`config.mk`:
```
export PLATFORM = sky130hd
export DESIGN_NAME = button_debouncer_flat
export DESIGN_NICKNAME = d
export VERILOG_FILES = /design/src/rtl/button_debouncer_pkg.sv /design/src/rtl/button_debouncer_if.sv /design/src/rtl/button_debouncer_sync_2ff.sv /design/src/rtl/button_debouncer.sv /design/src/flat_wrapper.sv
export SDC_FILE = /design/constraint.sdc
export NUM_CORES = 1
export LEC_CHECK = 0
export CELL_PAD_IN_SITES_DETAIL_PLACEMENT = 0
export CELL_PAD_IN_SITES_GLOBAL_PLACEMENT = 1
export CORE_ASPECT_RATIO = 1.75
export CORE_MARGIN = 1
export CORE_UTILIZATION = 31
export CTS_CLUSTER_SIZE = 10
export DETAILED_ROUTE_END_ITERATION = 10
export PLACE_DENSITY_LB_ADDON = 0.08
export SYNTH_ARGS = -nofsm -noshare
export SYNTH_HDL_FRONTEND = slang
export SYNTH_SLANG_ARGS = --single-unit
```
`constraint.sdc`:
```
create_clock -name clk -period 2.3 [get_ports clk]
set_clock_uncertainty 0.2 [all_clocks]
set_input_delay 0.23 -clock clk [delete_from_list [all_inputs] [get_ports clk]]
set_output_delay 0.23 -clock clk [all_outputs]
set_load 0.01 [all_outputs]
```
`src/rtl/button_debouncer_pkg.sv`:
```
// Shared types and defaults for the button debouncer: FSM encoding,
// default stable-cycle count and the counter-width helper.
package button_debouncer_pkg;

    typedef enum logic [1:0] {
        LOW_STABLE  = 2'd0,
        LOW_COUNT   = 2'd1,
        HIGH_STABLE = 2'd2,
        HIGH_COUNT  = 2'd3
    } deb_state_e;

    localparam int DEFAULT_STABLE_CYCLES = 1000000;

    // Smallest width w with 2^w > max_val, so the counter can hold max_val.
    function automatic int cnt_width(input int max_val);
        int w;
        w = 1;
        for (int i = 1; i < 31; i++) begin
            if ((1 << w) <= max_val) w = i + 1;
        end
        return w;
    endfunction

    localparam int DEFAULT_CNT_W = cnt_width(DEFAULT_STABLE_CYCLES);

endpackage

```
`src/rtl/button_debouncer_if.sv`:
```
// Button-side signal bundle: raw input toward the debouncer, clean level
// and strobes back toward the consuming logic.
interface button_debouncer_if;
    logic btn_in;
    logic btn_level;
    logic btn_press;
    logic btn_release;

    modport master (output btn_in, input btn_level, input btn_press, input btn_release);
    modport slave  (input btn_in, output btn_level, output btn_press, output btn_release);
endinterface

```
`src/rtl/button_debouncer_sync_2ff.sv`:
```
// Two-flop synchronizer for a single asynchronous input; reusable for any
// raw input entering the clk domain.
module sync_2ff (
    input  logic clk,
    input  logic rst,
    input  logic d,
    output logic q
);

    logic s1_q, s1_d;
    logic s2_q, s2_d;

    always_comb begin
        s1_d = d;
        s2_d = s1_q;
    end

    always_ff @(posedge clk) begin
        if (rst) begin
            s1_q <= 1'b0;
            s2_q <= 1'b0;
        end else begin
            s1_q <= s1_d;
            s2_q <= s2_d;
        end
    end

    assign q = s2_q;

endmodule

```
`src/rtl/button_debouncer.sv`:
```
// Counter-based debouncer behind a 2-flop synchronizer: clean level plus
// press strobe; release strobe built only with DEBOUNCE_RELEASE_PULSE_EN.
module button_debouncer
    import button_debouncer_pkg::*;
#(
    parameter int STABLE_CYCLES = DEFAULT_STABLE_CYCLES,
    parameter int CNT_W         = DEFAULT_CNT_W
) (
    input  logic                 clk,
    input  logic                 rst,
    button_debouncer_if.slave    bus
);

    localparam logic [CNT_W-1:0] CNT_MAX = CNT_W'(STABLE_CYCLES);
    localparam logic [CNT_W-1:0] CNT_ONE = CNT_W'(1);

    logic             btn_sync;
    deb_state_e       state_q, state_d;
    logic [CNT_W-1:0] cnt_q, cnt_d;
    logic             level_q, level_d;
    logic             press_q, press_d;
`ifdef DEBOUNCE_RELEASE_PULSE_EN
    logic             release_q, release_d;
`endif

    sync_2ff u_sync (
        .clk (clk),
        .rst (rst),
        .d   (bus.btn_in),
        .q   (btn_sync)
    );

    // Counter restarts on every bounce and every flip, so it never exceeds CNT_MAX.
    always_comb begin
        state_d = state_q;
        cnt_d   = cnt_q;
        level_d = level_q;
        press_d = 1'b0;
`ifdef DEBOUNCE_RELEASE_PULSE_EN
        release_d = 1'b0;
`endif
        case (state_q)
            LOW_STABLE: begin
                if (btn_sync) begin
                    state_d = LOW_COUNT;
                    cnt_d   = CNT_ONE;
                end
            end
            LOW_COUNT: begin
                if (!btn_sync) begin
                    state_d = LOW_STABLE;
                    cnt_d   = '0;
                end else if (cnt_q == CNT_MAX) begin
                    state_d = HIGH_STABLE;
                    cnt_d   = '0;
                    level_d = 1'b1;
                    press_d = 1'b1;
                end else begin
                    cnt_d = cnt_q + CNT_ONE;
                end
            end
            HIGH_STABLE: begin
                if (!btn_sync) begin
                    state_d = HIGH_COUNT;
                    cnt_d   = CNT_ONE;
                end
            end
            HIGH_COUNT: begin
                if (btn_sync) begin
                    state_d = HIGH_STABLE;
                    cnt_d   = '0;
                end else if (cnt_q == CNT_MAX) begin
                    state_d = LOW_STABLE;
                    cnt_d   = '0;
                    level_d = 1'b0;
`ifdef DEBOUNCE_RELEASE_PULSE_EN
                    release_d = 1'b1;
`endif
                end else begin
                    cnt_d = cnt_q + CNT_ONE;
                end
            end
            default: begin
                state_d = LOW_STABLE;
                cnt_d   = '0;
            end
        endcase
    end

    always_ff @(posedge clk) begin
        if (rst) begin
            state_q <= LOW_STABLE;
            cnt_q   <= '0;
            level_q <= 1'b0;
            press_q <= 1'b0;
        end else begin
            state_q <= state_d;
            cnt_q   <= cnt_d;
            level_q <= level_d;
            press_q <= press_d;
        end
    end

`ifdef DEBOUNCE_RELEASE_PULSE_EN
    always_ff @(posedge clk) begin
        if (rst) release_q <= 1'b0;
        else     release_q <= release_d;
    end
    assign bus.btn_release = release_q;
`else
    assign bus.btn_release = 1'b0;
`endif

    assign bus.btn_level = level_q;
    assign bus.btn_press = press_q;

endmodule
```
`src/flat_wrapper.sv`:
```
// flat-port wrapper written by rule: the top's interface ports become plain ports
module button_debouncer_flat import button_debouncer_pkg::*;
#(
    parameter int STABLE_CYCLES = DEFAULT_STABLE_CYCLES,
    parameter int CNT_W         = DEFAULT_CNT_W
)
  (clk, rst, bus_btn_in, bus_btn_level, bus_btn_press, bus_btn_release);
  button_debouncer_if bus_i ();
  input  logic clk;
  input  logic rst;
  input wire logic [$bits(bus_i.btn_in)-1:0] bus_btn_in;
  output wire logic [$bits(bus_i.btn_level)-1:0] bus_btn_level;
  output wire logic [$bits(bus_i.btn_press)-1:0] bus_btn_press;
  output wire logic [$bits(bus_i.btn_release)-1:0] bus_btn_release;
  assign bus_i.btn_in = bus_btn_in;
  assign bus_btn_level = bus_i.btn_level;
  assign bus_btn_press = bus_i.btn_press;
  assign bus_btn_release = bus_i.btn_release;
  button_debouncer #(.STABLE_CYCLES(STABLE_CYCLES), .CNT_W(CNT_W)) u_core (.clk(clk), .rst(rst), .bus(bus_i));
endmodule
```
# Yosys cells after proc, flatten, opt, wreduce, memory -nomap -nowiden
# Cells that the tools add are included.
dict set report classes {
  add_sub_neg 1
  n_eq_ne 12
  n_mux 19
  bitwise_logic 2
  reduce_logical 6
}
# operator count
set ops {}
lappend ops {{$mux W20} 5}
lappend ops {{$pmux W20 S4} 1}
lappend ops {{$add A20 B1 Y20 const B} 1}
lappend ops {{$eq A20 B20 Y1 const B} 1}
lappend ops {{$mux W2} 6}
lappend ops {{$ne A2 B2 Y1 const B} 4}
lappend ops {{$pmux W2 S4} 1}
lappend ops {{$ne A3 B2 Y1 const B} 2}
lappend ops {{$mux W1} 5}
lappend ops {{$reduce_and A5 Y1} 1}
lappend ops {{$eq A2 B2 Y1 const B} 2}
lappend ops {{$ne A2 B1 Y1 const B} 2}
lappend ops {{$reduce_and A4 Y1} 1}
lappend ops {{$reduce_or A3 Y1} 1}
lappend ops {{$eq A2 B1 Y1 const B} 1}
lappend ops {{$logic_not A2 Y1} 1}
lappend ops {{$not A1 Y1} 2}
lappend ops {{$pmux W1 S2} 1}
lappend ops {{$reduce_and A2 Y1} 1}
lappend ops {{$reduce_bool A2 Y1} 1}
dict set report totals {
  register_bits 26
  input_bits 3
  output_inout_bits 3
  elab_cells 46
}

# Longest topological paths before layout
dict set report depth {
  word_depth 4
  mapped_depth 8
  mapped_depth_nobuf 7
}

# Hierarchy
# A second synthesis with hierarchy kept.
dict set report hier_totals {
  cells_unflattened 160
  hier_area_um2 1413.9
}
# mod instances cells_each area_per_inst_um2 seq_area_each_um2
set modules_own_cells {}
lappend modules_own_cells {button_debouncer 1 156 1361.3 480.5}
lappend modules_own_cells {sync_2ff 1 4 52.6 40.0}

# Worst setup path before layout
# Ideal clock, no wire load.
dict set report synth_timing {
  path_type {reg-to-reg}
  startpoint {register u_core.cnt_q[0]}
  endpoint {register u_core.cnt_q[18]}
  setup_ps 62
  arrival_ps 1713
  t_required_ps 2038
  slack_ps 326
  stages_incl_launch_ff 8
  path_buffers 0
  synth_period_minus_slack_ps 1974
  cell_sequence {dfxtp_1 inv_1 ha_1 and4bb_2 and4_4 a211o_1 or3_1 nand3_1}
}
dict set report synth_between {
  elab_chain_len 4
  word_cells_on_any_way 6
  classes_between {1 x add/sub; 1 x eq/ne; 4 x mux}
}
# item line_no
set synth_lines {}
lappend synth_lines {{start, declared} button_debouncer.sv:19} ;# logic [CNT_W-1:0] cnt_q, cnt_d;
lappend synth_lines {{start signal, assigned} button_debouncer.sv:98} ;# cnt_q <= cnt_d;
lappend synth_lines {{$add A20 B1 Y20 or $eq A20 B20 Y1 (tied branches)} --}
lappend synth_lines {{$mux W20 (*)} {button_debouncer.sv:53, button_debouncer.sv:72}}
lappend synth_lines {{$mux W20, on equally long branches} {button_debouncer.sv:69, button_debouncer.sv:50}}
lappend synth_lines {{$pmux W20 S4 (*)} button_debouncer.sv:42} ;# case (state_q)
# Every way passes the cells marked *; elsewhere a longest branch is shown, timed or not.
# A chain may end at the register's enable or synchronous reset.

# Final worst setup path
dict set report layout_timing {
  startpoint {register u_core.cnt_q[1]}
  endpoint {register u_core.cnt_q[14]}
}
# Same word-level chain as after synthesis.

==> impl_results.md <==
- Status: completed
- Hold/Removal Path Class: reg2reg
- Syn-to-layout area delta: 13.2%
- Final Routed Wirelength: 3280 um
- Post-DRT Antenna Nets: 0
- Synth Register Bits: 26
- Period utilisation layout: 92.7%
- Worst slew margin: 49.4%
- Fin Setup TNS: 0 ns
- FILL cells: 462
- Clk Tree Root Cell: clkbuf_8
- Main flop type after synthesis: dfxtp_1
- DR iter-0 viols: 29
- Required time of the worst setup path: 2.29 ns
- Initial antenna violation count: 0
- Hold path cells: 1
- Number of distinct library cells after synthesis: 42
- R2r startpoint: u_core.cnt_q[1]$_SDFFE_PP0P_
- EDFF count, synth: 0
- Nets: 184
- Global-route wire length before repair: 5380 um
- Fin. Hold Viols: 0
- Die X: 52.1 um
- Htree depth: 1
- Leak: around 0.52 nW
- Syn. warnings: 0
- FFs w/ async S/R, synth: 0%
- Final antenna diode count: 0
- Largest net degree at the start of global routing: 14
- Total CTS buffers: 3
- Largest area contributor in the netlist: dfxtp_1
- Tmin final: 2.13 ns
- Die H: ~90 um
- DRC errors left: 0
- R2r worst-path depth: 7
- Drt wl/cell: 14.5 um
- Clock sinks: 26
- Fin. max-slew vios: 0
- Layout cells sized above 1: between 10 and 15%
- Reg2reg setup slack: ~0.17 ns
- Unrepaired setup endpoints after global routing: false
- Hold Path End: u_core.u_sync.q$_SDFF_PP0_
- Area contributors post-synth: dfxtp_1, a21oi_1, nand3_1
- Via count: 1195
- Vias/cell: 5.29
- Die area: roughly 4700 sq um
- Synth cell count leaders: dfxtp_1, nand2_1, a21oi_1
- Crit Path Class: reg2reg
- Post-Syn Area: between 1000 and 1500 sq um
- CP Launch Type: flop
- Number of global-route vias before repair: 1152
- Sequential fraction of the synthesis area: a little under two fifths
- Yosys top cell area share: 38.2%
- Clock-pin transition on the worst setup and hold timing paths: ~0.090 ns
- R2r endpoint: u_core.cnt_q[14]$_SDFFE_PP0P_
- Core area: 4190 sq um
- IO Port Bufs: 4
- Syn avg cell area: 8.16 sq um
- Max VDD drop: 0.000327 V
- Gr ovfl total: 0
- Clk buf depth: 2
- Worst Path Arrival: 2.13 ns
- CP max FO: 8
- Post-Syn Nets: 172
- First drt pass iteration count: 4
- Maximum clock frequency: 469 MHz
- CTS tree: built
- HPWL after DPL: 2500 um
- P per Cell Area: ~490 nW/um^2
- Worst-Skew Late Latency: 0.26 ns
- Max-cap violations: 0
- GPL Wtd Cong: 0.817
- Cells after Synth: 167
- All-Layer GR Usage: 15.2%
- Crit end category: flop
- Endpoints failing setup: 0
- Io pins: 6
- Row cnt: 31
- Least-Margin Pin Slew: 0.756 ns
- Min Hold Slack: 0.254 ns
- Worst Hold Launch: u_core.u_sync.s1_q$_SDFF_PP0_
- Starting density of the core: between 30% and 40%
- Count leader, synth: dfxtp_1
-- placed cells by master (no fill, tap or decap), types with 5 or more instances in the layout --
cell type | synthesis | final
nand2_1 | 14 | 14
nand4_1 | 5 | 5
nand3_1 | 12 | 12
or3_1 | 7 | 7
inv_1 | 12 | 12
a21oi_1 | 13 | 13
o21ai_0 | 8 | 8
buf_4 | 2 | 9
nor2_1 | 11 | 11
nor3_1 | 6 | 6
dfxtp_1 | 26 | 25
-- state kept, by name (all words and copies together) (netlist names), named ones only --
register	flops
u_core.cnt_q	20
u_core.bus.btn_level	1
u_core.bus.btn_press	1
u_core.state_q	1
u_core.u_sync.q	1
u_core.u_sync.s1_q	1
-- through the flow --
step / total power [mW] / worst slack (ns) / instances / area, sq um / util [%]
after floorplan: 0.499 / 0.326 / 167 / 1360 / -
after global placement: 0.517 / 0.174 / 223 / 1500 / 35.8
after detailed placement: 0.517 / 0.131 / 223 / 1500 / 35.8
after CTS: 0.775 / 0.106 / 226 / 1540 / 36.8
after global routing: 0.794 / 0.0436 / 226 / 1540 / 36.8
final: 0.763 / 0.168 / 226 / 1540 / 36.8
-- how the worst max path moves through the flow --
stage,startpoint,end,slack [ns],cells after the start
after floorplan,u_core.cnt_q[0]$_SDFFE_PP0P_,u_core.cnt_q[18]$_SDFFE_PP0P_,0.33,7
after global placement,u_core.cnt_q[0]$_SDFFE_PP0P_,u_core.cnt_q[12]$_SDFFE_PP0P_,0.17,7
after detailed placement,u_core.cnt_q[0]$_SDFFE_PP0P_,u_core.cnt_q[12]$_SDFFE_PP0P_,0.13,7
after CTS,u_core.cnt_q[0]$_SDFFE_PP0P_,u_core.cnt_q[12]$_SDFFE_PP0P_,0.11,7
after global routing,u_core.cnt_q[1]$_SDFFE_PP0P_,u_core.cnt_q[14]$_SDFFE_PP0P_,0.04,7
final,u_core.cnt_q[1]$_SDFFE_PP0P_,u_core.cnt_q[14]$_SDFFE_PP0P_,0.17,7
-- where the power goes --
group | internal, mW | switching, mW | leakage, nW
Combinational | 0.0190 | 0.0275 | 0.292
Sequential | 0.455 | 0.00462 | 0.211
Clock | 0.117 | 0.139 | 0.0216
-- layer usage --
metal  up-vias  wire, um  track usage [%]
met1       561      1490             18.6
met5         -         0                0
met3         6        50             1.52
li1        611         -                -
met2        17      1650             24.9
met4         0        90             8.56
-- final cells by class --
cell class | count | area (sq um) | share of cell area, %
multi-input combinational | 123 | 766 | 49.6
sequential | 26 | 522 | 33.8
timing repair buffer | 13 | 108 | 6.97
tap | 49 | 61.3 | 3.97
inverter | 12 | 45.0 | 2.92
clock buffer | 3 | 41.3 | 2.68
-- kinds of logic after synthesis --
group / share of synthesized area (%)
XOR/XNOR: 3.21
AND/OR/NAND/NOR: 32.5
adder cells (fa/ha/maj): 1.84
flip-flops: 38.2
other: 0.275
buffers and inverters: 5.60
AO/OA/AOI/OAI: 15.4
multiplexers: 2.94
-- critical path, stage by stage (launching register included) --
cell	delay, ns
dfxtp_1	0.40
inv_1	0.06
ha_1	0.17
and4bb_2	0.22
and4_4	0.18
a211o_1	0.37
or3_1	0.37
o21ai_0	0.08
-- timing repair --
action,CTS,global route
endpoints found under the setup margin,0,3
buffers inserted,0,0
resized for setup,0,1
hold buffers,0,0
Note: power is estimated with default switching activity, not from simulation.
